`src/rtl/gpu_isa_pkg.sv`:
```
// gpu_isa_pkg -- shared definitions for the GPU load/store path.
//
// Contents:
//   lsu_state_t : sequencer FSM state (IDLE, REQ, RESP, DONE)
//   LSU_DEF_*   : default lane count and address/data width
//   idx_width() : bit width needed to index n lanes (at least 1)
package gpu_isa_pkg;

  typedef enum logic [1:0] {
    ST_IDLE = 2'd0,
    ST_REQ  = 2'd1,
    ST_RESP = 2'd2,
    ST_DONE = 2'd3
  } lsu_state_t;

  localparam int LSU_DEF_THREADS = 4;
  localparam int LSU_DEF_WIDTH   = 16;

  function automatic int idx_width(input int n);
    return (n > 1) ? $clog2(n) : 1;
  endfunction

endpackage

```
`src/rtl/lsu_mem_sequencer_if.sv`:
```
// lsu_mem_sequencer_if -- bundle of the core-side warp request port and the
// single memory port of the load/store sequencer.
//
// Handshakes:
//   Core side : a request transfers on a rising edge where req_valid and
//               req_ready are both 1; req_ready is 1 only while idle and a
//               request seen while busy is dropped, not queued.
//   Mem side  : a beat transfers on a rising edge where mem_valid and
//               mem_ready are both 1; mem_addr/mem_wdata/mem_we are held
//               stable from mem_valid rising until that edge. A load beat is
//               answered later by one cycle of mem_rvalid with mem_rdata.
//
// Modports: slave  = the sequencer
//           master = the core/memory environment driving it
// dbg_state exposes the sequencer FSM state.
import gpu_isa_pkg::*;

interface lsu_mem_sequencer_if #(
  parameter int NUM_THREADS = LSU_DEF_THREADS,
  parameter int DATA_WIDTH  = LSU_DEF_WIDTH
);
  logic                                  req_valid;
  logic                                  req_we;
  logic [NUM_THREADS-1:0]                req_mask;
  logic [NUM_THREADS-1:0][DATA_WIDTH-1:0] lane_addr;
  logic [NUM_THREADS-1:0][DATA_WIDTH-1:0] lane_wdata;
  logic                                  req_ready;
  logic                                  stall;
  logic                                  done;
  logic [NUM_THREADS-1:0][DATA_WIDTH-1:0] lane_rdata;

  logic                                  mem_valid;
  logic                                  mem_ready;
  logic [DATA_WIDTH-1:0]                 mem_addr;
  logic [DATA_WIDTH-1:0]                 mem_wdata;
  logic                                  mem_we;
  logic                                  mem_rvalid;
  logic [DATA_WIDTH-1:0]                 mem_rdata;

  lsu_state_t                            dbg_state;

  modport slave (
    input  req_valid, req_we, req_mask, lane_addr, lane_wdata,
    input  mem_ready, mem_rvalid, mem_rdata,
    output req_ready, stall, done, lane_rdata,
    output mem_valid, mem_addr, mem_wdata, mem_we,
    output dbg_state
  );

  modport master (
    output req_valid, req_we, req_mask, lane_addr, lane_wdata,
    output mem_ready, mem_rvalid, mem_rdata,
    input  req_ready, stall, done, lane_rdata,
    input  mem_valid, mem_addr, mem_wdata, mem_we,
    input  dbg_state
  );
endinterface

```
`src/rtl/lsu_mem_sequencer_lane_pick.sv`:
```
// lane_pick -- lowest-set-bit selector over a pending-lane mask.
//
// Ports:
//   i_mask : pending lanes, bit t = lane t still needs service
//   o_idx  : index of the lowest set bit (0 when the mask is empty)
//   o_any  : 1 when any bit of i_mask is set
module lane_pick
  import gpu_isa_pkg::*;
#(
  parameter  int N  = 4,
  localparam int IW = idx_width(N)
) (
  input  logic [N-1:0]  i_mask,
  output logic [IW-1:0] o_idx,
  output logic          o_any
);

  always_comb begin
    o_idx = '0;
    o_any = |i_mask;
    // Scan downward so the lowest set bit is the last one written.
    for (int t = N - 1; t >= 0; t--) begin
      if (i_mask[t]) o_idx = IW'(t);
    end
  end

endmodule

```
`src/rtl/lsu_mem_sequencer.sv`:
```
// lsu_mem_sequencer -- serialises a SIMT warp LDR/STR into single-lane
// accesses on one memory port, lowest active lane first.
//
// Ports:
//   clk, rst_n : clock and asynchronous active-low reset
//   bus        : lsu_mem_sequencer_if.slave (core request, memory port,
//                FSM debug state)
//
// Optional feature: define LSU_COALESCE_EN to let one load response fill
// every pending lane that latched the same address as the served lane.
module lsu_mem_sequencer
  import gpu_isa_pkg::*;
#(
  parameter int NUM_THREADS = LSU_DEF_THREADS,
  parameter int DATA_WIDTH  = LSU_DEF_WIDTH
) (
  input  logic                 clk,
  input  logic                 rst_n,
  lsu_mem_sequencer_if.slave   bus
);

  localparam int IW = idx_width(NUM_THREADS);
  typedef logic [NUM_THREADS-1:0][DATA_WIDTH-1:0] lane_vec_t;

  lsu_state_t             r_state;
  logic                   r_we;
  logic [NUM_THREADS-1:0] r_pending;
  lane_vec_t              r_addr;
  lane_vec_t              r_wdata;
  lane_vec_t              r_rdata;
  logic [IW-1:0]          r_lane;
  logic                   r_req_ready;
  logic                   r_stall;
  logic                   r_done;
  logic                   r_mem_valid;
  logic                   r_mem_we;
  logic [DATA_WIDTH-1:0]  r_mem_addr;
  logic [DATA_WIDTH-1:0]  r_mem_wdata;

  logic [NUM_THREADS-1:0] w_lane_oh;
  logic [NUM_THREADS-1:0] w_clr_mask;
  logic [NUM_THREADS-1:0] w_pend_nxt;
  lane_vec_t              w_addr_src;
  lane_vec_t              w_wdata_src;
  logic                   w_advance;
  logic [IW-1:0]          w_pick_idx;
  logic                   w_pick_any;

  // Lanes retired by the current load response.
  always_comb begin
    w_lane_oh  = '0;
    w_clr_mask = '0;
    for (int t = 0; t < NUM_THREADS; t++) begin
      w_lane_oh[t] = (IW'(t) == r_lane);
`ifdef LSU_COALESCE_EN
      w_clr_mask[t] = r_pending[t] && (r_addr[t] == r_addr[r_lane]);
`else
      w_clr_mask[t] = (IW'(t) == r_lane);
`endif
    end
  end

  // w_advance marks the cycles where the pending mask changes and the next
  // lane (or DONE) must be chosen. On acceptance the lane data is taken
  // straight from the request since it is not latched yet.
  always_comb begin
    w_advance   = 1'b0;
    w_pend_nxt  = r_pending;
    w_addr_src  = r_addr;
    w_wdata_src = r_wdata;
    case (r_state)
      ST_IDLE: begin
        w_addr_src  = bus.lane_addr;
        w_wdata_src = bus.lane_wdata;
        if (bus.req_valid) begin
          w_advance  = 1'b1;
          w_pend_nxt = bus.req_mask;
        end
      end
      ST_REQ: begin
        if (bus.mem_ready && r_we) begin
          w_advance  = 1'b1;
          w_pend_nxt = r_pending & ~w_lane_oh;
        end
      end
      ST_RESP: begin
        if (bus.mem_rvalid) begin
          w_advance  = 1'b1;
          w_pend_nxt = r_pending & ~w_clr_mask;
        end
      end
      default: ;
    endcase
  end

  lane_pick #(.N(NUM_THREADS)) u_lane_pick (
    .i_mask (w_pend_nxt),
    .o_idx  (w_pick_idx),
    .o_any  (w_pick_any)
  );

  always_ff @(posedge clk or negedge rst_n) begin
    if (!rst_n) begin
      r_state     <= ST_IDLE;
      r_we        <= 1'b0;
      r_pending   <= '0;
      r_addr      <= '0;
      r_wdata     <= '0;
      r_rdata     <= '0;
      r_lane      <= '0;
      r_req_ready <= 1'b1;
      r_stall     <= 1'b0;
      r_done      <= 1'b0;
      r_mem_valid <= 1'b0;
      r_mem_we    <= 1'b0;
      r_mem_addr  <= '0;
      r_mem_wdata <= '0;
    end else begin
      r_done <= 1'b0;
      case (r_state)
        ST_IDLE: begin
          if (bus.req_valid) begin
            r_we        <= bus.req_we;
            r_mem_we    <= bus.req_we;
            r_addr      <= bus.lane_addr;
            r_wdata     <= bus.lane_wdata;
            r_req_ready <= 1'b0;
            r_stall     <= 1'b1;
          end
        end
        ST_REQ: begin
          if (bus.mem_ready) begin
            r_mem_valid <= 1'b0;
            if (!r_we) r_state <= ST_RESP;
          end
        end
        ST_RESP: begin
          if (bus.mem_rvalid) begin
            for (int t = 0; t < NUM_THREADS; t++) begin
              if (w_clr_mask[t]) r_rdata[t] <= bus.mem_rdata;
            end
          end
        end
        ST_DONE: begin
          r_state     <= ST_IDLE;
          r_stall     <= 1'b0;
          r_req_ready <= 1'b1;
        end
        default: r_state <= ST_IDLE;
      endcase

      // Issue the next beat with registered address/data, or finish.
      if (w_advance) begin
        r_pending <= w_pend_nxt;
        if (w_pick_any) begin
          r_state     <= ST_REQ;
          r_mem_valid <= 1'b1;
          r_lane      <= w_pick_idx;
          r_mem_addr  <= w_addr_src[w_pick_idx];
          r_mem_wdata <= w_wdata_src[w_pick_idx];
        end else begin
          r_state <= ST_DONE;
          r_done  <= 1'b1;
        end
      end
    end
  end

  assign bus.req_ready  = r_req_ready;
  assign bus.stall      = r_stall;
  assign bus.done       = r_done;
  assign bus.lane_rdata = r_rdata;
  assign bus.mem_valid  = r_mem_valid;
  assign bus.mem_we     = r_mem_we;
  assign bus.mem_addr   = r_mem_addr;
  assign bus.mem_wdata  = r_mem_wdata;
  assign bus.dbg_state  = r_state;

endmodule

```
`src/flat_wrapper.sv`:
```
// flat-port wrapper written by rule: the top's interface ports become plain ports
module lsu_mem_sequencer_flat import gpu_isa_pkg::*;
#(
  parameter int NUM_THREADS = LSU_DEF_THREADS,
  parameter int DATA_WIDTH  = LSU_DEF_WIDTH
)
  (clk, rst_n, bus_req_valid, bus_req_we, bus_req_mask, bus_lane_addr, bus_lane_wdata, bus_mem_ready, bus_mem_rvalid, bus_mem_rdata, bus_req_ready, bus_stall, bus_done, bus_lane_rdata, bus_mem_valid, bus_mem_addr, bus_mem_wdata, bus_mem_we, bus_dbg_state);
  lsu_mem_sequencer_if #(.NUM_THREADS(NUM_THREADS), .DATA_WIDTH(DATA_WIDTH)) bus_i ();
  input  logic clk;
  input  logic rst_n;
  input wire logic [$bits(bus_i.req_valid)-1:0] bus_req_valid;
  input wire logic [$bits(bus_i.req_we)-1:0] bus_req_we;
  input wire logic [$bits(bus_i.req_mask)-1:0] bus_req_mask;
  input wire logic [$bits(bus_i.lane_addr)-1:0] bus_lane_addr;
  input wire logic [$bits(bus_i.lane_wdata)-1:0] bus_lane_wdata;
  input wire logic [$bits(bus_i.mem_ready)-1:0] bus_mem_ready;
  input wire logic [$bits(bus_i.mem_rvalid)-1:0] bus_mem_rvalid;
  input wire logic [$bits(bus_i.mem_rdata)-1:0] bus_mem_rdata;
  output wire logic [$bits(bus_i.req_ready)-1:0] bus_req_ready;
  output wire logic [$bits(bus_i.stall)-1:0] bus_stall;
  output wire logic [$bits(bus_i.done)-1:0] bus_done;
  output wire logic [$bits(bus_i.lane_rdata)-1:0] bus_lane_rdata;
  output wire logic [$bits(bus_i.mem_valid)-1:0] bus_mem_valid;
  output wire logic [$bits(bus_i.mem_addr)-1:0] bus_mem_addr;
  output wire logic [$bits(bus_i.mem_wdata)-1:0] bus_mem_wdata;
  output wire logic [$bits(bus_i.mem_we)-1:0] bus_mem_we;
  output wire logic [$bits(bus_i.dbg_state)-1:0] bus_dbg_state;
  assign bus_i.req_valid = bus_req_valid;
  assign bus_i.req_we = bus_req_we;
  assign bus_i.req_mask = bus_req_mask;
  assign bus_i.lane_addr = bus_lane_addr;
  assign bus_i.lane_wdata = bus_lane_wdata;
  assign bus_i.mem_ready = bus_mem_ready;
  assign bus_i.mem_rvalid = bus_mem_rvalid;
  assign bus_i.mem_rdata = bus_mem_rdata;
  assign bus_req_ready = bus_i.req_ready;
  assign bus_stall = bus_i.stall;
  assign bus_done = bus_i.done;
  assign bus_lane_rdata = bus_i.lane_rdata;
  assign bus_mem_valid = bus_i.mem_valid;
  assign bus_mem_addr = bus_i.mem_addr;
  assign bus_mem_wdata = bus_i.mem_wdata;
  assign bus_mem_we = bus_i.mem_we;
  assign bus_dbg_state = bus_i.dbg_state;
  lsu_mem_sequencer #(.NUM_THREADS(NUM_THREADS), .DATA_WIDTH(DATA_WIDTH)) u_core (.clk(clk), .rst_n(rst_n), .bus(bus_i));
endmodule
```
`config.mk`:
```
export PLATFORM = sky130hd
export DESIGN_NAME = lsu_mem_sequencer_flat
export DESIGN_NICKNAME = d
export VERILOG_FILES = /design/src/rtl/gpu_isa_pkg.sv /design/src/rtl/lsu_mem_sequencer_if.sv /design/src/rtl/lsu_mem_sequencer_lane_pick.sv /design/src/rtl/lsu_mem_sequencer.sv /design/src/flat_wrapper.sv
export SDC_FILE = /design/constraint.sdc
export NUM_CORES = 1
export LEC_CHECK = 0
export BUFFER_PORTS_ARGS = -buffer_cell sky130_fd_sc_hd__buf_2
export CORE_MARGIN = 4
export CORE_UTILIZATION = 45
export DETAILED_ROUTE_END_ITERATION = 7
export PLACE_DENSITY_LB_ADDON = 0.12
export SLEW_MARGIN = 0
export SYNTH_ARGS = -nofsm -noshare
export SYNTH_HDL_FRONTEND = slang
export SYNTH_SLANG_ARGS = --single-unit
```
`constraint.sdc`:
```
create_clock -name clk -period 6.37 [get_ports clk]
set_clock_uncertainty 0.1 [all_clocks]
set_input_delay 1.274 -clock clk [delete_from_list [all_inputs] [get_ports clk]]
set_output_delay 1.274 -clock clk [all_outputs]
set_load 0.01 [all_outputs]
```
==> impl_results.md, run 1 <==
* Clock-pin slew on the worst setup and hold paths at about 60 ps
* Slew Limit Headroom at 0.307
* Leading area contributor after synthesis: sky130_fd_sc_hd__dfrtp_1
* Final-report hold violation count at 0
* Syn-to-layout area delta at 21.6%
* Routed via count at between 9k and 10k
* Placeable core area at between 0.02 and 0.03 mm2
* Share of total power in combinational logic at 0.470
* Synthesis Warnings at 0
* Antenna violations before repair at 2
* Routed Antenna Nets at 0
* Synth top area share at 0.504
* Number of search-and-repair iterations in the first detailed-routing pass at 5
* Power per cell area at 579 mW/mm2
* First-pass GRT wire length at 52,900 um
* Element type at the critical path start: flop
* Number of resized instances in the post-cts repair step at 0
* Library cell with the highest instance count after synthesis: sky130_fd_sc_hd__nand2_1
* Setup TNS Final at 0 ps
* Switching power as a share of total power at 0.404
* Final net count at around 1.5k
* Post-synth top flop: sky130_fd_sc_hd__dfrtp_1
* Cell Count, Final, Fillers Out at around 1.7k
* CTS Hold Buffers Added at 0
* Worst slack at placement at between 2000 and 2500 ps
* Number of cell rows at 58
* Number of nets in the synthesized netlist at between 1k and 1.5k
* Average vias per placed instance at between 5 and 6
* Largest cells by area after synthesis: sky130_fd_sc_hd__dfrtp_1 50%, sky130_fd_sc_hd__mux2_2 19%, sky130_fd_sc_hd__nand2_1 9.4%, sky130_fd_sc_hd__o221ai_2 3.7%, sky130_fd_sc_hd__nor2_1 2.4%
* Clock Sinks at about 240
* Data arrival time of the worst path at between 4000 and 5000 ps
* Clock insertion delay at the later pin of the skew report at 540 ps
* Largest net degree at the start of global routing at approximately 130
* Horiz. Die Dim at 169 um
* Starting utilization of the core area at 0.461
* Global router's overall resource usage at 0.229
* Leak pwr at 0.00687 uW
* Critical path type: reg -> reg
* Critical Path Fanout Max at 67
* Leading post-synthesis cells by instance count: 293 x sky130_fd_sc_hd__nand2_1, 236 x sky130_fd_sc_hd__dfrtp_1, 195 x sky130_fd_sc_hd__mux2_2
* Number of buffers inserted during clock tree synthesis at 27
* I/O pin total at about 260
* Share of post-route cells with drive strength above 1 at 0.407
* Unique cell type count in the Yosys netlist at 47
* Total Routed Length at 33,400 um
* Drc violations at 0
* Floorplan die height at around 170 um
* Maximum vdd ir drop at 0.000298 V
* Post-Synthesis Mean Instance Area at around 10 um2
* Placer congestion estimate at ~0.84
* Final number of max-transition violations at 0
* Via count of the first global-routing pass at 9,205
* Share of flip-flops with an asynchronous set or reset after synthesis at 1.00
* Endpoint class of the critical path: flop
* Result of the run: finished clean
* Number of design-rule violations left by the first detailed-router iteration at 773
* Sw Pwr at between 3000 and 4000 uW
* Sequential share of the synthesized area at 0.506
* Cell-internal power at slightly below 5000 uW
* Average wire length per cell after detail routing at between 15 and 20 um
* Number of enable flip-flop cells after synthesis at 0
* Relative contribution of the clock network to total power at 0.207
* Synthesis-stage register bit count at between 200 and 250
* Final instance area at 0.0143 mm2
* Port Buf Inserts at roughly 260
* Number of H-tree levels at 1
* PnR worst setup slack at 2560 ps
* DIE AREA at ~0.029 mm2
* RSZ-0062 raised after global routing: no
* Fill cell instance count of the final layout at about 2.2k
* Overflow left after global routing at 0
* Highest Clock Rate at between 200 and 300 MHz
* Area of the mapped netlist at around 0.012 mm2
* Placed cell count at ~1.6k
* Buffer levels on the longest clock path at 3
* Seq pwr share at 0.324
* Total cell area at the placement stage at ~0.013 mm2
* Final Critical Period at ~3800 ps
* Count of mapped cells out of synthesis at ~1.1k
* Placed wire-length estimate after detailed placement at approximately 23,000 um
* TritonCTS clock tree: built
* Transition time at the pin with the least slew margin at 1040 ps
* Hold Crit Class: reg -> reg
* Worst Path Required at 6660 ps
* Post-CTS setup-driven buffer insertion count at 0
* Overall Power at between 8000 and 9000 uW
* Share of the cycle needed by the critical path after routing at 0.597
* Root buffer cell: sky130_fd_sc_hd__clkbuf_16
* # Max-Cap Violations at 0
* Final setup violation count at 0
## critical path, stage by stage (launching register included)
cell and delay, ps:
sky130_fd_sc_hd__dfrtp_1 730, sky130_fd_sc_hd__or2_4 740, sky130_fd_sc_hd__o2111ai_1 330, sky130_fd_sc_hd__nand2_2 110
sky130_fd_sc_hd__buf_4 600, sky130_fd_sc_hd__o31a_2 380, sky130_fd_sc_hd__buf_4 450, sky130_fd_sc_hd__o221ai_1 160
## layer usage
metal,up-vias,GRT usage,share of wire
met5,-,0,0.00042
met4,4,0.0536,0.023
met3,52,0.0419,0.068
met2,312,0.338,0.44
met1,4651,0.353,0.47
li1,4392,-,-
## placed cells by master, fill, tap and decap left out, drive strengths merged, types with 2 or more instances in the layout
| master | count |
|---|---|
| a21oi | 6 |
| mux2 | 196 |
| dfrtp | 236 |
| o2111a | 2 |
| nor4 | 2 |
| nor2b | 3 |
| bufinv | 4 |
| clkinvlp | 2 |
| nand2b | 5 |
| mux2i | 5 |
| nand3 | 34 |
| nor2 | 74 |
| a221oi | 31 |
| clkbuf | 42 |
| inv | 35 |
| o211ai | 31 |
| nand4bb | 2 |
| nand2 | 293 |
| o221ai | 32 |
| and2 | 3 |
| o2111ai | 2 |
| o22ai | 32 |
| a31oi | 2 |
| o21ai | 3 |
| buf | 275 |
## final timing paths
kind | start | to | slack, ps | cells past startpoint
min in group asynchronous | rst_n | u_core.r_addr[54] | 670 | 1
worst max-delay path | u_core.bus.dbg_state[0] | u_core.bus.mem_addr[0] | 2560 | 7
max in group asynchronous | rst_n | u_core.bus.lane_rdata[56] | 4120 | 2
worst min-delay path | u_core.bus.req_ready | u_core.bus.req_ready | 400 | 2
worst max register to register | u_core.bus.dbg_state[0] | u_core.bus.mem_addr[0] | 2560 | 7
worst min register to register | u_core.bus.req_ready | u_core.bus.req_ready | 400 | 2
## logic make-up (layout without fill, tap and decap cells)
logic type | Yosys count | in the layout | share of synthesized area
simple gates | 422 | 422 | 0.145
flops | 237 | 237 | 0.506
mux | 201 | 201 | 0.193
compound gates | 150 | 150 | 0.114
buf+inv | 121 | 358 | 0.0416
other cells | 0 | 1 | 0
## sequential cells by signal, indices dropped and copies added, names as in the netlist
name	count
u_core.r_pending	4
u_core.bus.stall	1
u_core.bus.dbg_state	2
u_core.r_wdata	64
u_core.bus.mem_valid	1
u_core.bus.lane_rdata	64
u_core.r_addr	64
u_core.bus.done	1
u_core.bus.req_ready	1
u_core.bus.mem_wdata	16
u_core.bus.mem_we	1
u_core.r_lane	2
u_core.bus.mem_addr	16
## power by group through the flow
stage / sequential, uW / clock (uW) / combinational (uW)
floorplan: 2690 / 0 / 2640
global placement: 2660 / 0 / 3830
detailed placement: 2690 / 0 / 3890
CTS: 2670 / 1740 / 3900
global route: 2760 / 1810 / 4280
finish: 2670 / 1710 / 3870
## stage by stage
stage               utilization  hold WS, ps
floorplan                     -          379
global placement          0.522          382
detailed placement        0.522          388
CTS                       0.561          398
global route              0.561          410
finish                    0.561          398
## final cells by class
class	instances	area [um2]	area share
Inverter	34	128	0.00895
Clock inverter	7	144	0.0101
Clock buffer	42	852	0.0598
Timing Repair Buffer	275	1430	0.101
Multi-Input combinational cell	773	5350	0.375
Tap cell	330	413	0.0290
Sequential cell	237	5930	0.416
Antenna cell	1	2.50	0.000176
Power figures use the tool's default switching activity.
==> run 2: changes to the inputs <==
--- a/config.mk
+++ b/config.mk
@@ -5,6 +5,7 @@
 export SDC_FILE = /design/constraint.sdc
 export NUM_CORES = 1
 export LEC_CHECK = 0
+export ABC_AREA = 1
 export BUFFER_PORTS_ARGS = -buffer_cell sky130_fd_sc_hd__buf_2
 export CORE_MARGIN = 4
 export CORE_UTILIZATION = 45
==> constraint.sdc (replaced) <==
create_clock -name clk -period 3.2 [get_ports clk]
set_clock_uncertainty 0.1 [all_clocks]
set_input_delay 0.64 -clock clk [delete_from_list [all_inputs] [get_ports clk]]
set_output_delay 0.64 -clock clk [all_outputs]
set_load 0.01 [all_outputs]
==> run 2 against run 1 <==
Net effect: wire length fell by 1.2%; final cell count rose by 23%; maximum frequency rose by 47%; sequential share of layout area rose by 0.91 points; sequential power rose by 88%; flip-flop and latch count did not move; clock-buffer cell count fell by 7; critical endpoint is now u_core.r_lane[0]; non-clock buffer count rose by 3; first-iteration DRC count rose by 11%; total power rose by 95%; clock power rose by 82%.
==> impl_results.md, run 2 <==
* Result of the run: finished clean
* # Max-Cap Violations at 0 (unchanged)
* Element type at the critical path start: flop
* Largest cells by area after synthesis: sky130_fd_sc_hd__dfrtp_1 51%, sky130_fd_sc_hd__nand2_1 14%, sky130_fd_sc_hd__o21ai_0 8.7%, sky130_fd_sc_hd__nand3_1 5.7%, sky130_fd_sc_hd__a21oi_1 5.6%
* Routed Antenna Nets at 0 (unchanged)
* Synth top area share at 0.514 (+0.00993)
* Highest Clock Rate at 385 MHz (+47%)
* Drc violations at 0 (unchanged)
* Maximum vdd ir drop at 0.000765 V (+160%)
* Antenna violations before repair at 3 (+1)
* Post-synth top flop: sky130_fd_sc_hd__dfrtp_1
* Number of nets in the synthesized netlist at 1,687 (+31%)
* Slew Limit Headroom at 0.228 (-0.0794)
* Unique cell type count in the Yosys netlist at 29 (-38%)
* Syn-to-layout area delta at 21.4%
* Leak pwr at 0.00732 uW (+6.5%)
* Worst Path Required at 3490 ps (-3170 ps)
* TritonCTS clock tree: built
* Largest net degree at the start of global routing at 247 (+96%)
* Transition time at the pin with the least slew margin at 1160 ps (+119 ps)
* Endpoint class of the critical path: flop
* Overflow left after global routing at 0 (unchanged)
* Overall Power at 16,100 uW (+95%)
* Starting utilization of the core area at 0.456 (-0.00500)
* Buffer levels on the longest clock path at 3 (unchanged)
* Library cell with the highest instance count after synthesis: sky130_fd_sc_hd__nand2_1
* Hold Crit Class: in -> reg
* Number of enable flip-flop cells after synthesis at 0 (unchanged)
* Post-Synthesis Mean Instance Area at 7.50 um2 (-28%)
* Critical path type: reg -> reg
* Placed wire-length estimate after detailed placement at 21,900 um (-3.0%)
* Synthesis Warnings at 0 (unchanged)
* Placeable core area at 0.0252 mm2 (-0.86%)
* Final-report hold violation count at 0 (unchanged)
* Root buffer cell: sky130_fd_sc_hd__clkbuf_16
* Post-CTS setup-driven buffer insertion count at 0 (unchanged)
* Number of buffers inserted during clock tree synthesis at 27 (unchanged)
* Share of post-route cells with drive strength above 1 at 0.195 (-0.213)
* Power per cell area at 1150 mW/mm2 (+100%)
* Synthesis-stage register bit count at 237 (unchanged)
* Post-Route Hold Slack at 235 ps (-163 ps)
* Data arrival time of the worst path at 2890 ps (-1210 ps)
* Final cell utilization of the core at 0.554 (-0.00727)
* Average vias per placed instance at 5.10 (-7.9%)
* Critical Path Fanout Max at 24 (-64%)
* Placer congestion estimate at 0.827 (-2.0%)
* Share of the cycle needed by the critical path after routing at 0.811 (+0.213)
* Number of cell rows at 58 (unchanged)
* Placed cell count at 2,036 (+23%)
* Share of flip-flops with an asynchronous set or reset after synthesis at 1.00 (unchanged)
* Average wire length per cell after detail routing at 15.8 um (-19%)
* I/O pin total at 257 (unchanged)
* Final Critical Period at 2590 ps (-1210 ps)
* RSZ-0062 raised after global routing: no
* Clock-pin slew on the worst setup and hold paths at 60 ps (about the same)
* Cell Count, Final, Fillers Out at 2,084 (+23%)
* Leading cell type in the layout, fill and taps excluded: sky130_fd_sc_hd__nand2_1
* Number of design-rule violations left by the first detailed-router iteration at 858 (+11%)
* Number of H-tree levels at 1 (unchanged)
* Leading post-synthesis cells by instance count: 416 x sky130_fd_sc_hd__nand2_1, 236 x sky130_fd_sc_hd__dfrtp_1, 200 x sky130_fd_sc_hd__o21ai_0
* Final net count at 1,890 (+26%)
* Area of the mapped netlist at 0.0115 mm2 (-1.9%)
* Final number of max-transition violations at 0 (unchanged)
* Final setup violation count at 0 (unchanged)
* Floorplan die height at 168 um (-0.92%)
* Via count of the first global-routing pass at 10.1k (+9.8%)
* Setup TNS Final at 0 ps (unchanged)
* Number of search-and-repair iterations in the first detailed-routing pass at 5 (unchanged)
* Leading area contributor after synthesis: sky130_fd_sc_hd__dfrtp_1
* Clock insertion delay at the later pin of the skew report at 530 ps (about the same)
* Total Routed Length at 33,000 um (-1.2%)
* Count of mapped cells out of synthesis at 1,533 (+36%)
* Port Buf Inserts at 256 (unchanged)
* Clock Sinks at 237 (unchanged)
* Sequential share of the synthesized area at 0.516 (+0.00997)
* Horiz. Die Dim at 168 um (-0.92%)
* Global router's overall resource usage at 0.231 (+0.00157)
* First-pass GRT wire length at 53,500 um (+1.0%)
* Commonest cells after routing, fill and taps aside: 415 x sky130_fd_sc_hd__nand2_1, 255 x sky130_fd_sc_hd__buf_2, 236 x sky130_fd_sc_hd__dfrtp_1
* DIE AREA at 0.0282 mm2 (-1.8%)
* Routed via count at 10.6k (+13%)
-- run 2: changes by cell type in the layout (fill, tap and decap cells not counted), sizes merged, moves of 66 or more --
cell | before | now
o21ai | 3 | 202
mux2 | 196 | 0
inv | 35 | 160
nand2 | 293 | 416
a21oi | 6 | 128
nand3 | 34 | 133
nor2 | 74 | 140
-- run 2: per-stage QoR --
stage | setup WS [ps] | instance area (um2)
finish | 606 | 13900
global route | 332 | 13900
CTS | 590 | 13900
detailed placement | 480 | 13000
global placement | 558 | 13000
floorplan | 1100 | 11500
-- run 2: repair_timing --
action                                 CTS  global route
hold buffers                             1             0
resized for setup                        0             0
endpoints found under the hold margin   58             0
-- run 2: cell families (layout without fill, tap and decap cells) --
logic type / Yosys count / after routing / synth area share
other: 0 / 1 / 0
AO/OA/AOI/OAI: 336 / 336 / 0.148
buffers and inverters: 265 / 485 / 0.0902
AND/OR/NAND/NOR: 695 / 695 / 0.246
flip-flops: 237 / 237 / 0.516
-- run 2: final timing paths --
| path | start | slack (ps) | to | cells after the start |
|---|---|---|---|---|
| worst max-delay path | u_core.bus.dbg_state[1] | 610 | u_core.r_lane[0] | 13 |
| worst min-delay path | bus_req_we | 230 | u_core.bus.mem_we | 3 |
| worst max register to register | u_core.bus.dbg_state[1] | 610 | u_core.r_lane[0] | 13 |
| worst min register to register | u_core.bus.req_ready | 360 | u_core.bus.req_ready | 2 |
| max in group asynchronous | rst_n | 1600 | u_core.r_wdata[56] | 3 |
| min in group asynchronous | rst_n | 570 | u_core.r_addr[43] | 2 |
-- run 2: worst max-delay path, stage by stage, from the launching register on --
cell and delay [ps]:
sky130_fd_sc_hd__dfrtp_1 510, sky130_fd_sc_hd__nor2_4 220, sky130_fd_sc_hd__inv_2 150, sky130_fd_sc_hd__nor2_4 170
sky130_fd_sc_hd__nand2_1 70, sky130_fd_sc_hd__nand2_1 60, sky130_fd_sc_hd__nand3b_1 200, sky130_fd_sc_hd__nand2_1 220
sky130_fd_sc_hd__nor2_2 80, sky130_fd_sc_hd__nor2_4 100, sky130_fd_sc_hd__clkinv_2 210, sky130_fd_sc_hd__buf_12 240
sky130_fd_sc_hd__nand2_1 60, sky130_fd_sc_hd__o21ai_0 70
-- run 2: layer usage --
metal | up-vias | GRT usage | routed length, um
li1 | 5276 | - | -
met1 | 4944 | 0.320 | 14400
met2 | 359 | 0.389 | 15700
met3 | 43 | 0.0378 | 2240
met4 | 4 | 0.0430 | 614
met5 | - | 0 | 27
-- run 2: final cells by class --
cell class,count,area (um2)
antenna,1,2.50
clock buffer,35,756
clock inverter,11,133
fill,2444,11200
inverter,161,606
multi-input combinational,1031,4550
sequential,237,5930
tap,330,413
timing repair buffer,278,1560
-- run 2: where the power goes --
| group | total (uW) | leakage (uW) | switching [uW] | internal (uW) |
|---|---|---|---|---|
| clock network | 3110 | 0.000442 | 1220 | 1890 |
| registers | 5030 | 0.00294 | 638 | 4390 |
| logic | 7970 | 0.00393 | 5250 | 2720 |
==> run 3: changes to the inputs <==
==> constraint.sdc (replaced) <==
create_clock -name clk -period 2.5 [get_ports clk]
set_clock_uncertainty 0.1 [all_clocks]
set_input_delay 0.5 -clock clk [delete_from_list [all_inputs] [get_ports clk]]
set_output_delay 0.5 -clock clk [all_outputs]
set_load 0.01 [all_outputs]
==> run 3 against run 2 <==
Net effect: clock power grew 31%; wire length grew 1.5%; register-to-register slack lost 410 ps.
==> impl_results.md, run 3 (synthesis gave the netlist of run 2 again) <==
* Worst Path Required at 2870 ps (-620 ps)
* Placeable core area at 0.0252 mm2 (unchanged)
* Via count of the first global-routing pass at 10.2k (+1.1%)
* Data arrival time of the worst path at 2670 ps (-220 ps)
* Reg2Reg Setup Slack at 200 ps (-410 ps)
* Endpoint of the lowest-slack register-to-register path: u_core.bus.mem_addr[6]
* Drc violations at 0 (unchanged)
* Final Critical Period at 2300 ps (-293 ps)
* Hold Crit Class: in -> reg
* Share of post-route cells with drive strength above 1 at 0.203 (+0.00819)
* Antenna violations before repair at 6 (+3)
* Delay of the slowest critical-path stage at 380 ps (-130 ps)
* Crit Reg-Reg Startpoint: u_core.bus.dbg_state[1]
* Sink of the worst hold path: u_core.r_addr[35]
* Routed Antenna Nets at 0 (unchanged)
* Buf+Inv Stages, Crit Path at 3 (unchanged)
* Family with the most delay on the worst path: simple AND/OR/NAND/NOR gates
* Clock insertion delay at the later pin of the skew report at 530 ps (about the same)
* Horiz. Die Dim at 168 um (unchanged)
* Routed via count at 10.7k (+0.39%)
* First-pass GRT wire length at 53,900 um (+0.72%)
* RSZ-0062 raised after global routing: no
* Number of cell rows at 58 (unchanged)
* Root buffer cell: sky130_fd_sc_hd__clkbuf_16
* TritonCTS clock tree: built
* Maximum vdd ir drop at 0.000821 V (+7.4%)
* Average wire length per cell after detail routing at 15.9 um (+0.53%)
* Clock Sinks at 237 (unchanged)
* Total Routed Length at 33,500 um (+1.5%)
* Fill cell instance count of the final layout at 2,422 (-0.90%)
* Power per cell area at 1500 mW/mm2 (+30%)
* Placed cell count at 2,049 (+0.64%)
* Final number of max-transition violations at 0 (unchanged)
* Critical path type: reg -> reg
* Number of search-and-repair iterations in the first detailed-routing pass at 5 (unchanged)
* Placed wire-length estimate after detailed placement at 22,400 um (+2.4%)
* # Max-Cap Violations at 0 (unchanged)
* PnR worst setup slack at 198 ps (-407 ps)
* Number of design-rule violations left by the first detailed-router iteration at 1,029 (+20%)
* Final cell utilization of the core at 0.563 (+0.00924)
* Setup TNS Final at 0 ps (unchanged)
* Result of the run: finished clean
* Floorplan die height at 168 um (unchanged)
* Final-report hold violation count at 0 (unchanged)
* Average vias per placed instance at 5.07 (-0.57%)
* Cell Count, Final, Fillers Out at 2,104 (+0.96%)
* Commonest cells after routing, fill and taps aside: 415 x sky130_fd_sc_hd__nand2_1, 255 x sky130_fd_sc_hd__buf_2, 236 x sky130_fd_sc_hd__dfrtp_1
* Placer congestion estimate at 0.846 (+2.3%)
* Share of the cycle needed by the critical path after routing at 0.921 (+0.110)
* Transition time at the pin with the least slew margin at 889 ps (-270 ps)
* Element type at the critical path start: flop
* Endpoint class of the critical path: flop
* Leading cell type in the layout, fill and taps excluded: sky130_fd_sc_hd__nand2_1
* Worst slack at placement at -39.7 ps (-520 ps)
* Number of buffers inserted during clock tree synthesis at 26 (-3.7%)
* Largest net degree at the start of global routing at 127 (-49%)
* Syn-to-layout area delta at 23.4%
* Worst path slowest cell: sky130_fd_sc_hd__dfrtp_1
* Final net count at 1,905 (+0.79%)
* Clock-pin slew on the worst setup and hold paths at 70 ps (about the same)
* Final setup violation count at 0 (unchanged)
* Number of cell instances on the worst register-to-register path at 15 (+2)
* Hold path depth at 3 (unchanged)
* Number of H-tree levels at 1 (unchanged)
* Buffer levels on the longest clock path at 3 (unchanged)
* Starting utilization of the core area at 0.456 (unchanged)
* Crit-path most repeated cell: sky130_fd_sc_hd__nand2_1
* Highest Clock Rate at 434 MHz (+13%)
* DIE AREA at 0.0282 mm2 (unchanged)
* Overflow left after global routing at 0 (unchanged)
* Critical Path Fanout Max at 34 (+42%)
* Global router's overall resource usage at 0.232 (+0.000935)
* Cell Chain, Critical Path: buf_4 -> nand3_2 -> nor2_2 -> nor2_1 -> nand2_1 -> nand2_1 -> buf_4 -> o21ai_4 -> nand2_2 -> buf_12 -> nand2_1 -> nand3_1 -> nand2_1 -> nand2_1 -> nand2_1
* Hold path startpoint: bus_lane_addr[35]
* Slew Limit Headroom at 0.408 (+0.180)
* Port Buf Inserts at 256 (unchanged)
* I/O pin total at 257 (unchanged)
* Leak pwr at 0.00744 uW (+1.6%)
run 3: per-layer routing:
| metal | wire length, um | vias up | track usage | share of wire |
|---|---|---|---|---|
| met2 | 15600 | 356 | 0.372 | 0.46 |
| li1 | - | 5304 | - | - |
| met5 | 38 | - | 0 | 0.0011 |
| met3 | 2170 | 63 | 0.0409 | 0.065 |
| met1 | 14900 | 4938 | 0.326 | 0.45 |
| met4 | 812 | 6 | 0.0639 | 0.024 |
run 3: metrics by stage:
step / hold slack (ps) / total power [uW] / instance area [um2]
2_1_floorplan: 104 / 13500 / 11500
3_3_place_gp: 301 / 16900 / 13200
3_5_place_dp: 301 / 17100 / 13200
4_1_cts: 68.9 / 21300 / 14100
5_1_grt: 77.9 / 23200 / 14200
6_report: 87.4 / 21300 / 14200
run 3: worst max path at each step:
stage	to	startpoint	slack, ps	depth (start not counted)
2_1_floorplan	u_core.bus.mem_addr[12]	u_core.bus.dbg_state[1]	450	15
3_3_place_gp	u_core.bus.mem_wdata[8]	bus_req_valid	-20	13
3_5_place_dp	u_core.bus.mem_wdata[8]	bus_req_valid	-40	13
4_1_cts	u_core.bus.mem_wdata[8]	u_core.bus.dbg_state[0]	50	12
5_1_grt	u_core.bus.mem_wdata[8]	u_core.bus.dbg_state[0]	9	14
6_report	u_core.bus.mem_addr[6]	u_core.bus.dbg_state[1]	200	15
run 3: final cells by class:
class | count | area (um2) | share of cell area
flip-flops and latches | 237 | 5930 | 0.418
repair buffers | 294 | 1750 | 0.123
inverters | 161 | 609 | 0.0430
diodes | 3 | 7.51 | 0.000529
clock inverters | 7 | 91.3 | 0.00644
clock buffers | 41 | 828 | 0.0584
multi-input cells | 1031 | 4550 | 0.321
well taps | 330 | 413 | 0.0291
run 3: report_power, final:
group / total, uW / internal (uW) / switching [uW] / leakage (uW)
sequential: 6420 / 5620 / 793 / 0.00294
combinational: 10800 / 3860 / 6940 / 0.00404
clock: 4080 / 2470 / 1610 / 0.000454
total: 21300 / 12000 / 9340 / 0.00744
run 3: worst register-to-register path, cell delays in order (launching register included):
cell and delay [ps]:
sky130_fd_sc_hd__dfrtp_1 380, sky130_fd_sc_hd__buf_4 190, sky130_fd_sc_hd__nand3_2 130, sky130_fd_sc_hd__nor2_2 130, sky130_fd_sc_hd__nor2_1 50, sky130_fd_sc_hd__nand2_1 50
sky130_fd_sc_hd__nand2_1 90, sky130_fd_sc_hd__buf_4 160, sky130_fd_sc_hd__o21ai_4 180, sky130_fd_sc_hd__nand2_2 140, sky130_fd_sc_hd__buf_12 200, sky130_fd_sc_hd__nand2_1 110
sky130_fd_sc_hd__nand3_1 100, sky130_fd_sc_hd__nand2_1 120, sky130_fd_sc_hd__nand2_1 60, sky130_fd_sc_hd__nand2_1 60
run 3: timing repair:
action,CTS,global route
hold buffers,1,0
buffers inserted,0,2
hold endpoints to repair,29,0
resized for setup,0,8
endpoints found under the setup margin,0,34
